==> src/rtl/lsu_mem_ctrl.sv <==
// RV32I load/store controller for a word-addressed, byte-enabled, single-port data memory.
// Ports: req valid/ready handshake in, resp valid/ready handshake out, registered memory port.
module lsu_mem_ctrl #(
    parameter int ADDR_W = 10
) (
    input  logic              i_clk,
    input  logic              i_rst_n,
    input  logic              in_req_valid,
    output logic              out_req_ready,
    input  logic              in_req_store,
    input  logic [2:0]        in_req_funct3,
    input  logic [31:0]       in_req_addr,
    input  logic [31:0]       in_req_wdata,
    output logic              out_resp_valid,
    input  logic              in_resp_ready,
    output logic [31:0]       out_resp_rdata,
    output logic              out_resp_misaligned,
    output logic [ADDR_W-1:0] out_mem_addr,
    output logic              out_mem_rw_mode,
    output logic [31:0]       out_mem_write_data,
    output logic [3:0]        out_mem_byte_en,
    input  logic [31:0]       in_mem_data
);
    typedef enum logic [1:0] {IDLE, ISSUE, WAIT, RESP} state_t;

    state_t      state;
    logic        req_store;
    logic [2:0]  req_f3;
    logic [1:0]  req_off;
    logic        illegal;
    logic [3:0]  be_next;
    logic [31:0] wd_next;
    logic [7:0]  lane_b;
    logic [15:0] lane_h;
    logic [31:0] load_data;

    // Address bits above the memory range wrap and are intentionally dropped.
    logic unused_addr;
    assign unused_addr = ^in_req_addr[31:ADDR_W+2];

    assign out_req_ready = (state == IDLE);

    // Request decode: legality, byte enables and lane-replicated store data.
    always_comb begin
        illegal = 1'b1;
        be_next = 4'b0000;
        wd_next = in_req_wdata;
        case (in_req_funct3)
            3'b000: begin
                illegal = 1'b0;
                be_next = 4'b0001 << in_req_addr[1:0];
                wd_next = {4{in_req_wdata[7:0]}};
            end
            3'b001: begin
                illegal = in_req_addr[0];
                be_next = in_req_addr[1] ? 4'b1100 : 4'b0011;
                wd_next = {2{in_req_wdata[15:0]}};
            end
            3'b010: begin
                illegal = |in_req_addr[1:0];
                be_next = 4'b1111;
            end
            3'b100, 3'b101: illegal = in_req_store;
            default: illegal = 1'b1;
        endcase
    end

    // Load lane selection and extension from the registered memory output.
    always_comb begin
        lane_b    = in_mem_data[{req_off, 3'b000} +: 8];
        lane_h    = in_mem_data[{req_off[1], 4'b0000} +: 16];
        load_data = in_mem_data;
        case (req_f3)
            3'b000:  load_data = {{24{lane_b[7]}}, lane_b};
            3'b001:  load_data = {{16{lane_h[15]}}, lane_h};
            3'b100:  load_data = {24'd0, lane_b};
            3'b101:  load_data = {16'd0, lane_h};
            default: load_data = in_mem_data;
        endcase
    end

    always_ff @(posedge i_clk or negedge i_rst_n) begin
        if (!i_rst_n) begin
            state               <= IDLE;
            req_store           <= 1'b0;
            req_f3              <= 3'b000;
            req_off             <= 2'b00;
            out_resp_valid      <= 1'b0;
            out_resp_rdata      <= 32'd0;
            out_resp_misaligned <= 1'b0;
            out_mem_addr        <= '0;
            out_mem_rw_mode     <= 1'b0;
            out_mem_write_data  <= 32'd0;
            out_mem_byte_en     <= 4'b0000;
        end else begin
            // Write strobes live for the single ISSUE cycle only.
            out_mem_rw_mode <= 1'b0;
            out_mem_byte_en <= 4'b0000;
            case (state)
                IDLE: begin
                    if (in_req_valid) begin
                        req_store <= in_req_store;
                        req_f3    <= in_req_funct3;
                        req_off   <= in_req_addr[1:0];
                        if (illegal) begin
                            out_resp_valid      <= 1'b1;
                            out_resp_misaligned <= 1'b1;
                            out_resp_rdata      <= 32'd0;
                            state               <= RESP;
                        end else begin
                            out_mem_addr <= in_req_addr[ADDR_W+1:2];
                            if (in_req_store) begin
                                out_mem_rw_mode    <= 1'b1;
                                out_mem_byte_en    <= be_next;
                                out_mem_write_data <= wd_next;
                            end
                            state <= ISSUE;
                        end
                    end
                end
                ISSUE: begin
                    if (req_store) begin
                        out_resp_valid <= 1'b1;
                        out_resp_rdata <= 32'd0;
                        state          <= RESP;
                    end else begin
                        state <= WAIT;
                    end
                end
                WAIT: begin
                    out_resp_rdata <= load_data;
                    out_resp_valid <= 1'b1;
                    state          <= RESP;
                end
                RESP: begin
                    if (in_resp_ready) begin
                        out_resp_valid      <= 1'b0;
                        out_resp_misaligned <= 1'b0;
                        state               <= IDLE;
                    end
                end
                default: state <= IDLE;
            endcase
        end
    end
endmodule

==> config.mk <==
export PLATFORM = sky130hd
export DESIGN_NAME = lsu_mem_ctrl
export DESIGN_NICKNAME = d
export VERILOG_FILES = /design/src/rtl/lsu_mem_ctrl.sv
export SDC_FILE = /design/constraint.sdc
export NUM_CORES = 1
export LEC_CHECK = 0
export BUFFER_PORTS_ARGS = -buffer_cell sky130_fd_sc_hd__buf_2
export CAP_MARGIN = 20
export CORE_ASPECT_RATIO = 1.1
export CORE_UTILIZATION = 49
export DETAILED_ROUTE_END_ITERATION = 8
export PLACE_DENSITY = 0.77
export SLEW_MARGIN = 15
export SYNTH_ARGS = -nofsm -noshare
export SYNTH_HDL_FRONTEND = slang
export SYNTH_SLANG_ARGS = --single-unit
==> constraint.sdc <==
create_clock -name i_clk -period 3.05 [get_ports i_clk]
set_clock_uncertainty 0.1 [all_clocks]
set_input_delay 0.61 -clock i_clk [delete_from_list [all_inputs] [get_ports i_clk]]
set_output_delay 0.61 -clock i_clk [all_outputs]
set_load 0.05 [all_outputs]
==> flow_summary.ini <==
[outcome]
status = finished clean

[floorplanning]
initial_utilization_pct = 51.0
ios = 186
core_um2 = 8920
die_x_um = 93.9
rows = 36
design.die.area_um2 = 9680
die_y_um = 103

[pwr]
ir_worst_vdd_mv = 0.699
powerDensity_nw_per_um2 = 1090
intPower_mw = 3.02
pwr-share-clk_pct = 12.9
power.leakage_nw = 2.86
seq_power_share_pct = 30.1
switchingPower_mw = 3.19
p_comb_share_pct = 57.0
p_sw_share_pct = 51.4

[setup_path]
rr_endpoint = out_resp_rdata[30]$_DFFE_PN0P_
end_kind = register
worstReg2RegStart = req_f3[0]$_DFFE_PN0P_
ff2ff_path_depth = 5
cp_slowest_cell = dfrtp_1
required_ns = 3.21
crit_arrival_ns = 2.55
start_kind = register
crit_path_start = req_f3[0]$_DFFE_PN0P_
crit_type = reg2reg
cp_cell_sequence = or2_2, o22ai_2, o21ai_1, buf_4, o31ai_1
critPathMaxStageDelay_ns = 0.59
r2r_slack_ns = 0.66
crit_fanout = 20

[clock_tree]
cts_max_level = 3
clockRootBuffer = clkbuf_8
ctsResizeCount = 0
clk_pin_slew_ns = 0.08
cts.path.max_buffers = 2
clk_latency_ns = 0.36
cts_hold_buffers = 0
cts_buffers = 9
clkSinkCount = 89
cts_tree = done
cts_setup_buffers = 0

[synth]
post_synth_instance_area_um2 = 4550
postSynthRegisterBits = 89
synth_compound_area_share_pct = 21.4
yosysWarnings = 0
synth_nets = 558
avgSynthCellArea_um2 = 10.1
synthSimpleGateAreaFrac_pct = 9.02
synth-xor-area-share_pct = 0
synthAdderAreaFrac_pct = 1.10
synth_cell_types = 44
ys_seq_area_share_pct = 48.9
syn_inst = 450
synthMuxAreaShare_pct = 14.9
synth_top_family_by_area = compound AO/OA/AOI/OAI gates

[global_routing]
grt_pass1_vias = 3861
antenna_found_initial = 0
grt_overflow = 0
track_usage_pct = 25.5
grt_pass1_wl_mm = 18.8
grt_max_degree = 62

[routing]
drt-total-wl_mm = 12.0
vias = 4032
detail-route-antenna-nets = 0
viasPerCell = 5.61
initialDrtViolationCount = 185
drt_pass1_iterations = 4
wire_per_inst_um = 16.6
route.detailed.drc = 0

[sta]
fin_crit_ns = 2.39
rsz0062_at_grt = false
worst_pin_slew_ns = 0.603
setup-violations-final = 0
max-slew-margin-rel_pct = 59.5
whs_ns = 0.110
drv_slew = 0
fmax_mhz = 419
setup_tns_ns = 0
finalCritPeriodShare_pct = 78.3
finalWorstSetupSlack_ns = 0.661
hold_viol = 0

[job]
cap_violations = 0

[place]
hpwl_mm = 8.73
dp_slack_ns = 0.500
place_congestion = 0.834
port_buffers = 165

[worst_hold_path]
hold_class = in2async

[finish]
layout_commonest_cell = buf_2
fin_nets = 708
layout_common_cells = buf_2, dfrtp_1, o21ai_0
diodes = 0
area_growth_pct = 24.7
drive_gt1_share_pct = 37.0
==> routing by layer <==
layer,wire length (um),vias up,global-route usage (%)
met5,0,-,0
met4,248,0,11.0
met3,1070,17,6.93
met2,5480,189,41.3
met1,5170,1898,32.4
li1,-,1928,-
==> cells in the mapped netlist <==
cell        n  area, um^2
inv_1      11        41.3
o21ai_0    79         395
o22ai_1     6        37.5
a221o_1     1        10.0
nand3b_1    8        60.1
o22ai_2     1        12.5
or2_2       2        12.5
a211oi_1    2        15.0
a221oi_1    6        52.6
nor3_2      1        10.0
o21ai_1     2        10.0
and3b_1     1        8.76
ha_1        4        50.1
nor4_2      1        12.5
nor2b_1     3        18.8
nor3b_1     1        7.51
a211o_1     1        8.76
a21oi_1    25         125
nor2_1      6        22.5
nand2_1    48         180
o21bai_1    1        7.51
clkbuf_2    1        5.00
nand2b_1    6        37.5
a31oi_1     2        12.5
o2111ai_1   1        8.76
o211ai_1    6        45.0
buf_6       3        33.8
clkbuf_1   26        97.6
and3_1      1        6.26
nor3_1      1        5.00
and4b_1     1        10.0
mux2i_1    34         340
mux2_2     23         259
or2_1       2        12.5
buf_1       4        15.0
dfrtp_1    89        2230
a22oi_1     8        60.1
o31ai_1    19         143
o22a_1      1        8.76
and2_1      1        6.26
o41a_4      1        21.3
buf_2       4        20.0
mux2_1      3        33.8
mux2_4      3        45.0
==> area by class of cell <==
type                       instances  area (um^2)
clock buffer                      13          149
fill                             747         3240
multi-input combinational        312         2130
sequential                        89         2230
timing repair buffer             177          943
inverter                          11         41.3
clock inverter                     3         40.0
tap                              114          143
==> power by group through the flow <==
stage	Combinational (mW)	Sequential, mW	Clock, mW
6_report	3.54	1.87	0.802
4_1_cts	3.54	1.87	0.824
5_1_grt	3.78	1.93	0.869
2_1_floorplan	1.50	3.10	0
3_5_place_dp	3.54	1.88	0
3_3_place_gp	3.46	1.86	0
==> worst max-delay path: cells and delay by family (launching register included) <==
kind	cells	cell delay, ns
AND/OR/NAND/NOR	1	0.39
flip-flops	1	0.59
AO/OA/AOI/OAI	3	0.91
buffers and inverters	1	0.29
==> registers in the layout, summed over array words and instances, names as in the netlist <==
register             flops
req_store                1
out_mem_write_data      32
out_mem_addr            10
req_f3                   3
out_mem_byte_en          4
out_resp_rdata          32
out_resp_misaligned      1
out_mem_rw_mode          1
state                    2
req_off                  2
out_resp_valid           1
==> how the worst max path moves through the flow <==
stage | end | slack [ns] | depth (start not counted)
3_3_place_gp | out_mem_addr[3]$_DFFE_PN0P_ | 0.57 | 5
6_report | out_resp_rdata[30]$_DFFE_PN0P_ | 0.66 | 5
5_1_grt | out_resp_rdata[16]$_DFFE_PN0P_ | 0.53 | 5
3_5_place_dp | out_resp_rdata[24]$_DFFE_PN0P_ | 0.50 | 5
4_1_cts | out_resp_rdata[24]$_DFFE_PN0P_ | 0.56 | 4
2_1_floorplan | out_resp_rdata[3]$_DFFE_PN0P_ | 0.62 | 8
==> kinds of logic (layout without fill, tap and decap cells) <==
logic type | Yosys count | in the layout
multiplexers | 63 | 63
AND/OR/NAND/NOR | 83 | 83
adder cells (fa/ha/maj) | 4 | 4
flip-flops | 89 | 89
buffers and inverters | 49 | 204
AO/OA/AOI/OAI | 162 | 162
==> metrics by stage <==
| stage | util [%] | cells | total power [mW] | cell area, um^2 |
|---|---|---|---|---|
| floorplan | - | 450 | 4.60 | 4550 |
| global placement | 61.4 | 702 | 5.32 | 5480 |
| detailed placement | 61.4 | 702 | 5.42 | 5480 |
| CTS | 63.6 | 718 | 6.23 | 5670 |
| global route | 63.6 | 719 | 6.57 | 5680 |
| finish | 63.6 | 719 | 6.21 | 5680 |
Power figures use the tool's default switching activity.
